==> config.mk <==
export PLATFORM = sky130hd
export DESIGN_NAME = run_sequencer
export DESIGN_NICKNAME = d
export VERILOG_FILES = /design/src/rtl/run_seq_pkg.sv /design/src/rtl/run_cycle_counter.sv /design/src/rtl/run_sequencer.sv
export SDC_FILE = /design/constraint.sdc
export NUM_CORES = 1
export LEC_CHECK = 0
export CAP_MARGIN = 10
export CORE_MARGIN = 10
export CORE_UTILIZATION = 40
export DETAILED_ROUTE_END_ITERATION = 10
export SYNTH_ARGS = -nofsm -noshare
export SYNTH_HDL_FRONTEND = slang
export SYNTH_HIERARCHICAL = 1
export SYNTH_SLANG_ARGS = --single-unit
==> constraint.sdc <==
create_clock -name CLK -period 4 [get_ports CLK]
set_input_delay 0.4 -clock CLK [delete_from_list [all_inputs] [get_ports CLK]]
set_output_delay 0.4 -clock CLK [all_outputs]
set_load 0.05 [all_outputs]
==> src/rtl/run_seq_pkg.sv <==
// run_seq_pkg: shared state encoding and default constants for the run
// sequencer and its cycle counter.
package run_seq_pkg;

    typedef enum logic [1:0] {
        ST_IDLE = 2'd0,
        ST_INIT = 2'd1,
        ST_RUN  = 2'd2,
        ST_DONE = 2'd3
    } run_state_t;

    localparam int unsigned DEF_NUM_PROGS   = 3;
    localparam int unsigned DEF_INIT_CYCLES = 2;
    localparam int unsigned DEF_CNT_W       = 16;
    localparam int unsigned DEF_WDOG_LIMIT  = 4000;
    localparam int unsigned PC_W            = 10;
    localparam int unsigned IDX_W           = 2;

endpackage

==> src/rtl/run_cycle_counter.sv <==
// run_cycle_counter: CNT_W-wide saturating run counter with synchronous
// clear and enable. The limit_hit compare exists only when the watchdog
// is compiled in (macro RUN_SEQ_WATCHDOG_EN); otherwise it is tied low.
module run_cycle_counter
    import run_seq_pkg::*;
#(
    parameter int unsigned      CNT_W = DEF_CNT_W,
    parameter logic [CNT_W-1:0] LIMIT = '1
) (
    input  logic             clk_i,
    input  logic             rst_ni,
    input  logic             clr_i,
    input  logic             en_i,
    output logic [CNT_W-1:0] cnt_o,
    output logic             limit_hit_o
);

    logic [CNT_W-1:0] cnt_q;
    logic [CNT_W-1:0] cnt_d;

    // Next count: clear wins, increments stop at all-ones instead of wrapping
    always_comb begin
        cnt_d = cnt_q;
        if (clr_i) begin
            cnt_d = '0;
        end else if (en_i && (cnt_q != '1)) begin
            cnt_d = cnt_q + CNT_W'(1);
        end
    end

    // Count register
    always_ff @(posedge clk_i or negedge rst_ni) begin
        if (!rst_ni) begin
            cnt_q <= '0;
        end else begin
            cnt_q <= cnt_d;
        end
    end

    assign cnt_o = cnt_q;

`ifdef RUN_SEQ_WATCHDOG_EN
    assign limit_hit_o = (cnt_q == LIMIT);
`else
    logic unused_limit;
    assign unused_limit = ^LIMIT;
    assign limit_hit_o  = 1'b0;
`endif

endmodule

==> src/rtl/run_sequencer.sv <==
// run_sequencer: top-level run controller for the program counter. Owns the
// PC's init line, steps through NUM_PROGS programs with a done/ack handshake
// per program, and records cycle count and final PC of each run.
// Optional watchdog abort: define RUN_SEQ_WATCHDOG_EN.
module run_sequencer
    import run_seq_pkg::*;
#(
    parameter int unsigned      NUM_PROGS   = DEF_NUM_PROGS,
    parameter int unsigned      INIT_CYCLES = DEF_INIT_CYCLES,
    parameter int unsigned      CNT_W       = DEF_CNT_W,
    parameter logic [CNT_W-1:0] WDOG_LIMIT  = CNT_W'(DEF_WDOG_LIMIT)
) (
    input  logic             CLK,
    input  logic             RST_N,
    input  logic             start,
    input  logic             ack,
    input  logic             halt,
    input  logic [PC_W-1:0]  pc,
    output logic             init,
    output logic             busy,
    output logic             done,
    output logic             seq_done,
    output logic [IDX_W-1:0] prog_idx,
    output logic [CNT_W-1:0] cycle_count,
    output logic [PC_W-1:0]  end_pc,
    output logic             timeout
);

    localparam int unsigned      IW        = (INIT_CYCLES > 1) ? $clog2(INIT_CYCLES) : 1;
    localparam logic [IW-1:0]    INIT_LAST = IW'(INIT_CYCLES - 1);
    localparam logic [IDX_W-1:0] IDX_LAST  = IDX_W'(NUM_PROGS - 1);

    run_state_t       state_q, state_d;
    logic [IW-1:0]    init_cnt_q, init_cnt_d;
    logic [CNT_W-1:0] run_cnt;
    logic             limit_hit;
    logic             last_prog;
    logic             run_end;

    logic             init_q, init_d;
    logic             busy_q, busy_d;
    logic             done_q, done_d;
    logic             seq_done_q, seq_done_d;
    logic             timeout_q, timeout_d;
    logic [IDX_W-1:0] prog_idx_q, prog_idx_d;
    logic [CNT_W-1:0] cycle_count_q, cycle_count_d;
    logic [PC_W-1:0]  end_pc_q, end_pc_d;

    assign last_prog = (prog_idx_q == IDX_LAST);
    assign run_end   = (state_q == ST_RUN) && (state_d == ST_DONE);

    // Run counter is held at zero throughout INIT so every program starts from 0
    run_cycle_counter #(
        .CNT_W (CNT_W),
        .LIMIT (WDOG_LIMIT)
    ) u_cnt (
        .clk_i       (CLK),
        .rst_ni      (RST_N),
        .clr_i       (state_q == ST_INIT),
        .en_i        ((state_q == ST_RUN) && !halt),
        .cnt_o       (run_cnt),
        .limit_hit_o (limit_hit)
    );

    // INIT dwell counter restarts from zero on every entry into INIT
    always_comb begin
        init_cnt_d = '0;
        if (state_q == ST_INIT) begin
            init_cnt_d = init_cnt_q + IW'(1);
        end
    end

    // State and dwell registers
    always_ff @(posedge CLK or negedge RST_N) begin
        if (!RST_N) begin
            state_q    <= ST_IDLE;
            init_cnt_q <= '0;
        end else begin
            state_q    <= state_d;
            init_cnt_q <= init_cnt_d;
        end
    end

    // Next state: each input is only looked at in the one state that cares
    always_comb begin
        state_d = state_q;
        unique case (state_q)
            ST_IDLE: if (start) state_d = ST_INIT;
            ST_INIT: if (init_cnt_q == INIT_LAST) state_d = ST_RUN;
            ST_RUN:  if (halt || limit_hit) state_d = ST_DONE;
            ST_DONE: if (ack) state_d = last_prog ? ST_IDLE : ST_INIT;
            default: state_d = ST_IDLE;
        endcase
    end

    // Output next-values, decoded from the state being entered so they register cleanly
    always_comb begin
        init_d        = (state_d != ST_RUN);
        busy_d        = (state_d != ST_IDLE);
        done_d        = (state_d == ST_DONE);
        seq_done_d    = (state_q == ST_DONE) && ack && last_prog;
        prog_idx_d    = prog_idx_q;
        cycle_count_d = cycle_count_q;
        end_pc_d      = end_pc_q;
        timeout_d     = timeout_q;

        if ((state_q == ST_IDLE) && start) begin
            prog_idx_d = '0;
        end else if ((state_q == ST_DONE) && ack) begin
            prog_idx_d = last_prog ? '0 : prog_idx_q + IDX_W'(1);
        end

        if (run_end) begin
            cycle_count_d = run_cnt;
            end_pc_d      = pc;
`ifdef RUN_SEQ_WATCHDOG_EN
            // A halt on the same cycle as the limit is a normal finish
            timeout_d     = !halt;
`else
            timeout_d     = 1'b0;
`endif
        end
    end

    // Output registers; init sits high out of reset so the PC stays frozen
    always_ff @(posedge CLK or negedge RST_N) begin
        if (!RST_N) begin
            init_q        <= 1'b1;
            busy_q        <= 1'b0;
            done_q        <= 1'b0;
            seq_done_q    <= 1'b0;
            timeout_q     <= 1'b0;
            prog_idx_q    <= '0;
            cycle_count_q <= '0;
            end_pc_q      <= '0;
        end else begin
            init_q        <= init_d;
            busy_q        <= busy_d;
            done_q        <= done_d;
            seq_done_q    <= seq_done_d;
            timeout_q     <= timeout_d;
            prog_idx_q    <= prog_idx_d;
            cycle_count_q <= cycle_count_d;
            end_pc_q      <= end_pc_d;
        end
    end

    assign init        = init_q;
    assign busy        = busy_q;
    assign done        = done_q;
    assign seq_done    = seq_done_q;
    assign timeout     = timeout_q;
    assign prog_idx    = prog_idx_q;
    assign cycle_count = cycle_count_q;
    assign end_pc      = end_pc_q;

endmodule

==> impl_metrics.yaml, run 1 <==
synth:
  ys_seq_elements: 51
  synth.area.top_cells: "dfrtp_1, mux2_2, mux2_4, a21oi_1, o31ai_1"
  synth_top_area_cell: "dfrtp_1"
  synth-edff-count: 0
  synth_cells: 193
  yosys_most_used_dff: "dfrtp_1"
  syn_area_um2: 2380
  synth_top_area_frac: 0.526
  yosysWarningCount: 6
  postSynthAreaPerCell_um2: 12.3
  yosysUniqueCellTypes: 41
  synthArstFlopShare: 1.00
  ys_seq_area_frac: 0.537
  synth_nets: 209
clock_network:
  cts-buffers-inserted: 5
  htree_levels: 2
  cts_tree: "built"
  cts.sinks: 51
  post_cts_buffers: 0
  cts_resized: 0
  root_buffer: "clkbuf_8"
  clk_latency_ns: 0.30
  cts_hold_buf: 0
  path_clk_slew_ns: 0.09
  ctsLongestPathBuffers: 2
timing:
  min_period_over_period: 0.577
  skew_ns: 0.00601
  tns_ns: 0
  hold_slack_ns: 0.197
  hold_viol: 0
  min_period_ns: 2.31
  worst_slew_pin_slew_ns: 0.907
  fmax_ghz: 0.433
  slew_headroom: 0.394
  setup_violations: 0
  rsz0062_at_grt: "false"
  slew_violations: 0
die:
  core_area_um2: 5850
  dieArea_um2: 9430
  initial_core_util: 0.406
  boundaryPins: 48
  die_x_um: 97.1
  rows: 28
  die-height_um: 97.1
route:
  drt_iter0_markers: 95
  wirelength_mm: 4.81
  viasPerCell: 5.21
  wire_per_inst_um: 15.4
  drt-pass1-iter-count: 4
  ant_nets: 0
  dr_total_vias: 1631
  drc: 0
placed_design:
  gp_congestion: 0.778
  hpwl_mm: 3.31
  io_buffers: 46
worst_setup_path:
  critPathRequiredTime_ns: 4.19
  crit_arrival_ns: 2.49
  crit_fanout: 19
  cp-end-kind: "flip-flop"
  start_kind: "flip-flop"
  crit_type: "reg -> reg"
cells_and_area:
  final_layout_size_suffix_gt1_frac: 0.206
  fin_util: 0.503
  area_delta_synth_final_pct: 23.8
  final_nets: 253
  antenna_cells: 0
global_routing:
  grt_max_degree: 52
  antenna_found_initial: 0
  grt-ovfl-total: 0
  grt_pass1_vias: 1685
  grt_usage: 0.102
  grt_pass1_wl_mm: 8.25
power_and_ir_drop:
  leakage_nw: 1.29
  power_per_cell_area_nw_per_um2: 591
  vdd_ir_drop_max_uv: 351
min_path:
  min_path_type: "in -> async"
job:
  maxCapViolCount: 0
outcome:
  status: "finished clean"
cell usage in the layout (no fill, tap or decap), types with 3 or more instances in the layout:
cell type	count
nor2b_1	8
mux2_4	7
inv_1	4
clkdlybuf4s50_1	45
nor4_1	4
nand3_1	6
a21oi_1	11
o31ai_1	7
mux2_2	20
dfrtp_1	50
clkbuf_8	5
nor2_1	7
mux2_1	4
nand3b_1	3
nand4_1	7
or4_1	5
o21ai_1	3
nand2_1	8
layout make-up:
type / instances / area, um2
multi-input cells: 127 / 1000
repair buffers: 48 / 470
clock buffers: 7 / 76.3
fillers: 524 / 2910
inverters: 4 / 15.0
clock inverters: 1 / 5.00
flip-flops and latches: 51 / 1280
well taps: 75 / 93.8
cell usage after synthesis (all sizes together) (3+ instances only):
| cell | count |
|---|---|
| nand3b | 3 |
| o31ai | 7 |
| nand2 | 8 |
| nor2b | 8 |
| nand4 | 8 |
| nand3 | 6 |
| clkbuf | 4 |
| nor2 | 7 |
| inv | 4 |
| a21oi | 11 |
| nor4 | 5 |
| or4 | 7 |
| or3 | 3 |
| buf | 7 |
| dfrtp | 50 |
| o21ai | 5 |
| mux2 | 31 |
where the power goes:
group	total, mW	internal [mW]	switching, mW
combinational	0.770	0.298	0.472
clock	0.284	0.123	0.161
sequential	0.685	0.616	0.0691
per-layer routing:
layer  wire, um  up-vias  GRT usage
met5          0        -          0
met4         64        0     0.0363
met3        341        8     0.0434
met2       2110       38      0.153
met1       2300      801      0.129
li1           -      784          -
path summary, 6_finish.rpt:
kind	endpoint	slack (ns)	startpoint	cells past startpoint
max	u_cnt/cnt_o[15]$_DFFE_PN0P_	1.69	u_cnt/cnt_o[0]$_DFFE_PN0P_	5
min reg2reg	init_cnt_q$_DFF_PN0_	0.46	init_cnt_q$_DFF_PN0_	1
max in group asynchronous	cycle_count[12]$_DFFE_PN0P_	3.37	RST_N	2
max reg2reg	u_cnt/cnt_o[15]$_DFFE_PN0P_	1.69	u_cnt/cnt_o[0]$_DFFE_PN0P_	5
min in group CLK	init_cnt_q$_DFF_PN0_	0.46	init_cnt_q$_DFF_PN0_	1
min	seq_done$_DFF_PN0_	0.20	RST_N	2
per-stage QoR:
stage	power (mW)	instances	worst slack (ns)	instance area, um2
global placement	1.47	305	1.62	2860
CTS	1.77	313	1.69	2940
detailed placement	1.48	305	1.57	2860
global route	1.84	313	1.54	2940
floorplan	1.25	193	2.11	2380
finish	1.74	313	1.69	2940
logic make-up after synthesis:
| group | share of synthesized area |
|---|---|
| compound gates | 0.0853 |
| fa+ha+maj | 0.00526 |
| simple gates | 0.171 |
| buf+inv | 0.0400 |
| mux | 0.158 |
| flops | 0.537 |
| other cells | 0.00316 |
sequential cells by signal (all words and copies together), names as in the netlist:
signal	flops
cycle_count	16
u_cnt/cnt_o	16
end_pc	10
prog_idx	2
state_q	2
busy	1
done	1
init	1
init_cnt_q	1
seq_done	1
critical path, cell delays in order (launching register included):
cell and delay (ns):
dfrtp_1 0.45, ha_1 0.26, nand4_2 0.15, nor4_4 0.81, nor4_1 0.16, mux2_1 0.35
Note: power is estimated with default switching activity, not from simulation.
==> run 2, diff against run 1 <==
--- a/config.mk
+++ b/config.mk
@@ -9,6 +9,7 @@
 export CORE_MARGIN = 10
 export CORE_UTILIZATION = 40
 export DETAILED_ROUTE_END_ITERATION = 10
+export PLACE_DENSITY = 0.67
 export SYNTH_ARGS = -nofsm -noshare
 export SYNTH_HDL_FRONTEND = slang
 export SYNTH_HIERARCHICAL = 1
==> constraint.sdc (replaced) <==
create_clock -name CLK -period 1.9 [get_ports CLK]
set_input_delay 0.19 -clock CLK [delete_from_list [all_inputs] [get_ports CLK]]
set_output_delay 0.19 -clock CLK [all_outputs]
set_load 0.05 [all_outputs]
==> impl_metrics.yaml, run 2 (synthesized netlist as in run 1, its figures left out) <==
route:
  viasPerCell: 5.26
  drt_iter0_markers: 75
  dr_total_vias: 1724
  drt-pass1-iter-count: 4
  drc: 0
  ant_nets: 0
  wirelength_mm: 5.08
  wire_per_inst_um: 15.5
worst_setup_path:
  crit_arrival_ns: 1.62
  worstPathCellList: "clkdlybuf4s50_1"
  ff2ff_path_depth: 6
  critPathSlowestCell: "clkdlybuf4s50_1"
  crit_type: "reg -> out"
  critical-path-top-delay-family: "buffers and inverters"
  cp-end-kind: "primary output"
  critPathRequiredTime_ns: 1.71
  crit_cells: 1
  crit_fanout: 1
  cp_num_buf_inv: 1
  critical_path.max_stage_delay_ns: 0.79
  start_kind: "flip-flop"
cells_and_area:
  layout_commonest_cell: "dfrtp_1"
  fin_util: 0.531
  final_layout_size_suffix_gt1_frac: 0.265
  final_nets: 268
  area_delta_synth_final_pct: 30.7
  fin_cells: 328
  antenna_cells: 0
  fill_cells: 518
  seq_area_um2: 1280
  fin_area_um2: 3110
  final_cell_mix: "dfrtp_1, clkdlybuf4s50_1, mux2_2, buf_4, a21oi_1"
  multi_input_area_um2: 1010
timing:
  skew_ns: 0.0102
  min_period_over_period: 0.952
  setup_slack_ns: 0.0914
  tns_ns: 0
  hold_slack_ns: 0.361
  slew_violations: 0
  setup_violations: 0
  rsz0062_at_grt: "true"
  slew_headroom: 0.656
  fmax_ghz: 0.553
  hold_viol: 0
  min_period_ns: 1.81
  worst_slew_pin_slew_ns: 0.514
global_routing:
  grt-ovfl-total: 0
  grt_usage: 0.109
  grt_max_degree: 34
  grt_pass1_wl_mm: 8.71
  antenna_found_initial: 0
  grt_pass1_vias: 1783
die:
  rows: 28
  boundaryPins: 48
  initial_core_util: 0.406
  die-height_um: 97.1
  die_x_um: 97.1
  dieArea_um2: 9430
  core_area_um2: 5850
job:
  maxCapViolCount: 0
clock_network:
  path_clk_slew_ns: 0.09
  cts.sinks: 51
  root_buffer: "clkbuf_8"
  post_cts_buffers: 0
  clk_latency_ns: 0.30
  ctsLongestPathBuffers: 2
  htree_levels: 2
  cts_tree: "built"
  cts-buffers-inserted: 5
placed_design:
  gp_congestion: 0.786
  dp.cells: 319
  place_area_um2: 2990
  hpwl_mm: 3.73
  io_buffers: 46
  pre_cts_slack_ns: -0.0533
power_and_ir_drop:
  power_per_cell_area_nw_per_um2: 1240
  vdd_ir_drop_max_uv: 757
  leakage_nw: 1.38
  fin_total_pwr_mw: 3.87
min_path:
  min_path_type: "in -> async"
outcome:
  status: "finished clean"
[run 2: cell types whose count changed in the layout (fill, tap and decap cells not counted), moves of 2 or more]
cell      delta
buf_12       +2
buf_4       +12
clkbuf_8     +2
clkbuf_1     -2
[run 2: worst paths after layout]
kind | start | endpoint | slack, ns
max | init$_DFF_PN1_ | init | 0.09
min | RST_N | end_pc[3]$_DFFE_PN0P_ | 0.36
max reg2reg | state_q[0]$_DFF_PN0_ | u_cnt/cnt_o[10]$_DFFE_PN0P_ | 0.11
min reg2reg | init_cnt_q$_DFF_PN0_ | init_cnt_q$_DFF_PN0_ | 0.47
max in group asynchronous | RST_N | init$_DFF_PN1_ | 0.95
min in group CLK | init_cnt_q$_DFF_PN0_ | init_cnt_q$_DFF_PN0_ | 0.47
[run 2: what timing repair did]
item	CTS	global route
hold buffers	1	0
resized for setup	0	2
endpoints found under the setup margin	0	5
endpoints found under the hold margin	18	0
[run 2: where the power goes]
| group | internal [mW] | switching (mW) | leakage, nW | total [mW] |
|---|---|---|---|---|
| Clock | 0.332 | 0.352 | 0.0505 | 0.683 |
| Sequential | 1.30 | 0.102 | 0.677 | 1.40 |
| Combinational | 0.719 | 1.07 | 0.651 | 1.79 |
| Total | 2.35 | 1.52 | 1.38 | 3.87 |
[run 2: layout make-up]
| type | instances | share of cell area |
|---|---|---|
| repair buffers | 63 | 0.196 |
| flip-flops and latches | 51 | 0.411 |
| clock inverters | 1 | 0.00242 |
| clock buffers | 7 | 0.0310 |
| well taps | 75 | 0.0302 |
| multi-input cells | 127 | 0.324 |
| inverters | 4 | 0.00483 |
[run 2: routing by layer]
layer	track usage	vias to the layer above	wire, um
met2	0.176	38	2450
met5	0	-	0
met1	0.131	861	2260
met3	0.0434	4	333
met4	0.0272	0	38
li1	-	821	-
==> run 3, diff against run 2 <==
--- a/config.mk
+++ b/config.mk
@@ -6,10 +6,13 @@
 export NUM_CORES = 1
 export LEC_CHECK = 0
 export CAP_MARGIN = 10
+export CELL_PAD_IN_SITES_DETAIL_PLACEMENT = 0
+export CELL_PAD_IN_SITES_GLOBAL_PLACEMENT = 1
 export CORE_MARGIN = 10
-export CORE_UTILIZATION = 40
+export CORE_UTILIZATION = 37
 export DETAILED_ROUTE_END_ITERATION = 10
-export PLACE_DENSITY = 0.67
+export GPL_ROUTABILITY_DRIVEN = 0
+export PLACE_DENSITY_LB_ADDON = 0.1
 export SYNTH_ARGS = -nofsm -noshare
 export SYNTH_HDL_FRONTEND = slang
 export SYNTH_HIERARCHICAL = 1
==> impl_metrics.yaml, run 3 (synthesized netlist as in run 1, its figures left out) <==
outcome:
  status: "finished clean"
timing:
  slew_headroom: 0.634
  skew_ns: 0.00284
  tns_ns: 0
  min_period_ns: 1.84
  hold_slack_ns: 0.407
  slew_violations: 0
  worst_slew_pin_slew_ns: 0.549
  rsz0062_at_grt: "true"
  setup_violations: 0
  fmax_ghz: 0.544
  hold_viol: 0
  setup_slack_ns: 0.0629
  min_period_over_period: 0.967
die:
  rows: 29
  boundaryPins: 48
  core_area_um2: 6280
  dieArea_um2: 10000
  initial_core_util: 0.379
  die_x_um: 100
  die-height_um: 100
route:
  wire_per_inst_um: 16.1
  dr_total_vias: 1793
  ant_nets: 0
  drt_iter0_markers: 65
  wirelength_mm: 5.48
  viasPerCell: 5.26
  drc: 0
  drt-pass1-iter-count: 4
power_and_ir_drop:
  fin_total_pwr_mw: 3.96
  leakage_nw: 1.44
  clkPwrFrac: 0.197
  p_int_mw: 2.43
  seqPwrFrac: 0.355
  comb_power_share: 0.448
  p_sw_frac: 0.388
  switchingPower_mw: 1.53
  power_per_cell_area_nw_per_um2: 1230
  vdd_ir_drop_max_uv: 825
global_routing:
  grt_pass1_wl_mm: 9.14
  grt_usage: 0.110
  grt_pass1_vias: 1849
  grt_max_degree: 26
  antenna_found_initial: 0
  grt-ovfl-total: 0
clock_network:
  root_buffer: "clkbuf_8"
  cts_tree: "built"
  clk_latency_ns: 0.30
  cts.sinks: 51
  ctsLongestPathBuffers: 2
  htree_levels: 2
  cts-buffers-inserted: 5
  path_clk_slew_ns: 0.09
worst_setup_path:
  crit_type: "reg -> reg"
  ff2ff_path_depth: 5
  crit_fanout: 5
  regToRegEndpoint: "u_cnt/cnt_o[11]$_DFFE_PN0P_"
  critPathRequiredTime_ns: 2.09
  start_kind: "flip-flop"
  r2r_slack_ns: 0.06
  timing.rr.start: "u_cnt/cnt_o[0]$_DFFE_PN0P_"
  crit_arrival_ns: 2.02
  cp-end-kind: "flip-flop"
cells_and_area:
  fin_cells: 341
  final_layout_size_suffix_gt1_frac: 0.311
  antenna_cells: 0
  area_delta_synth_final_pct: 35.6
  layout_commonest_cell: "dfrtp_1"
  fin_area_um2: 3220
  final_cell_mix: "dfrtp_1, clkdlybuf4s50_1, buf_4, mux2_2, a21oi_1"
  fin_util: 0.513
  final_nets: 279
placed_design:
  io_buffers: 46
  dp.cells: 330
  place_area_um2: 3050
  pre_cts_slack_ns: -0.0162
  hpwl_mm: 4.03
job:
  maxCapViolCount: 0
min_path:
  min_path_type: "in -> async"
[run 3: cell count changes in the layout (fill, tap and decap cells not counted), sizes merged]
cell / before / now
buf: 17 / 29
bufinv: 0 / 1
clkbuf: 7 / 6
clkdlybuf4s50: 45 / 44
clkinv: 0 / 1
clkinvlp: 1 / 0
[run 3: cell type report]
type / instances / area (um2)
clock inverter: 2 / 35.0
fill: 572 / 3050
multi-input combinational: 127 / 1040
sequential: 51 / 1280
tap: 77 / 96.3
inverter: 4 / 15.0
timing repair buffer: 74 / 678
clock buffer: 6 / 82.6
[run 3: power by group through the flow]
stage | sequential, mW | clock (mW) | combinational (mW)
final | 1.41 | 0.780 | 1.77
after global routing | 1.43 | 0.870 | 1.89
after CTS | 1.41 | 0.808 | 1.79
after detailed placement | 1.43 | 0 | 1.79
after global placement | 1.42 | 0 | 1.77
after floorplan | 2.01 | 0 | 0.626
[run 3: layer usage]
metal	vias to the layer above	GRT usage	wire length, um
met5	-	0	0
met4	0	0.0326	53
met3	5	0.0405	346
met2	43	0.181	2730
met1	901	0.132	2350
li1	844	-	-
[run 3: worst max-delay path, cell delays in order (launching register included)]
cell	delay, ns
dfrtp_1	0.38
buf_4	0.14
and4_2	0.24
nand4_1	0.29
nor4_2	0.32
mux2_1	0.35
[run 3: how the worst max path moves through the flow]
stage / start / to / slack (ns) / cells after the start
finish: u_cnt/cnt_o[0]$_DFFE_PN0P_ / u_cnt/cnt_o[11]$_DFFE_PN0P_ / 0.06 / 5
global route: u_cnt/cnt_o[0]$_DFFE_PN0P_ / u_cnt/cnt_o[13]$_DFFE_PN0P_ / -0.03 / 5
CTS: u_cnt/cnt_o[0]$_DFFE_PN0P_ / u_cnt/cnt_o[4]$_DFFE_PN0P_ / 0.01 / 7
detailed placement: halt / u_cnt/cnt_o[9]$_DFFE_PN0P_ / -0.02 / 6
global placement: u_cnt/cnt_o[0]$_DFFE_PN0P_ / u_cnt/cnt_o[4]$_DFFE_PN0P_ / 0.04 / 7
floorplan: state_q[0]$_DFF_PN0_ / u_cnt/cnt_o[3]$_DFFE_PN0P_ / 0.007 / 7
[run 3: timing repair]
action | CTS | global route
endpoints found under the hold margin | 22 | 0
gates resized for setup | 0 | 6
setup endpoints to repair | 0 | 9
hold buffers | 1 | 0
setup buffers | 0 | 2
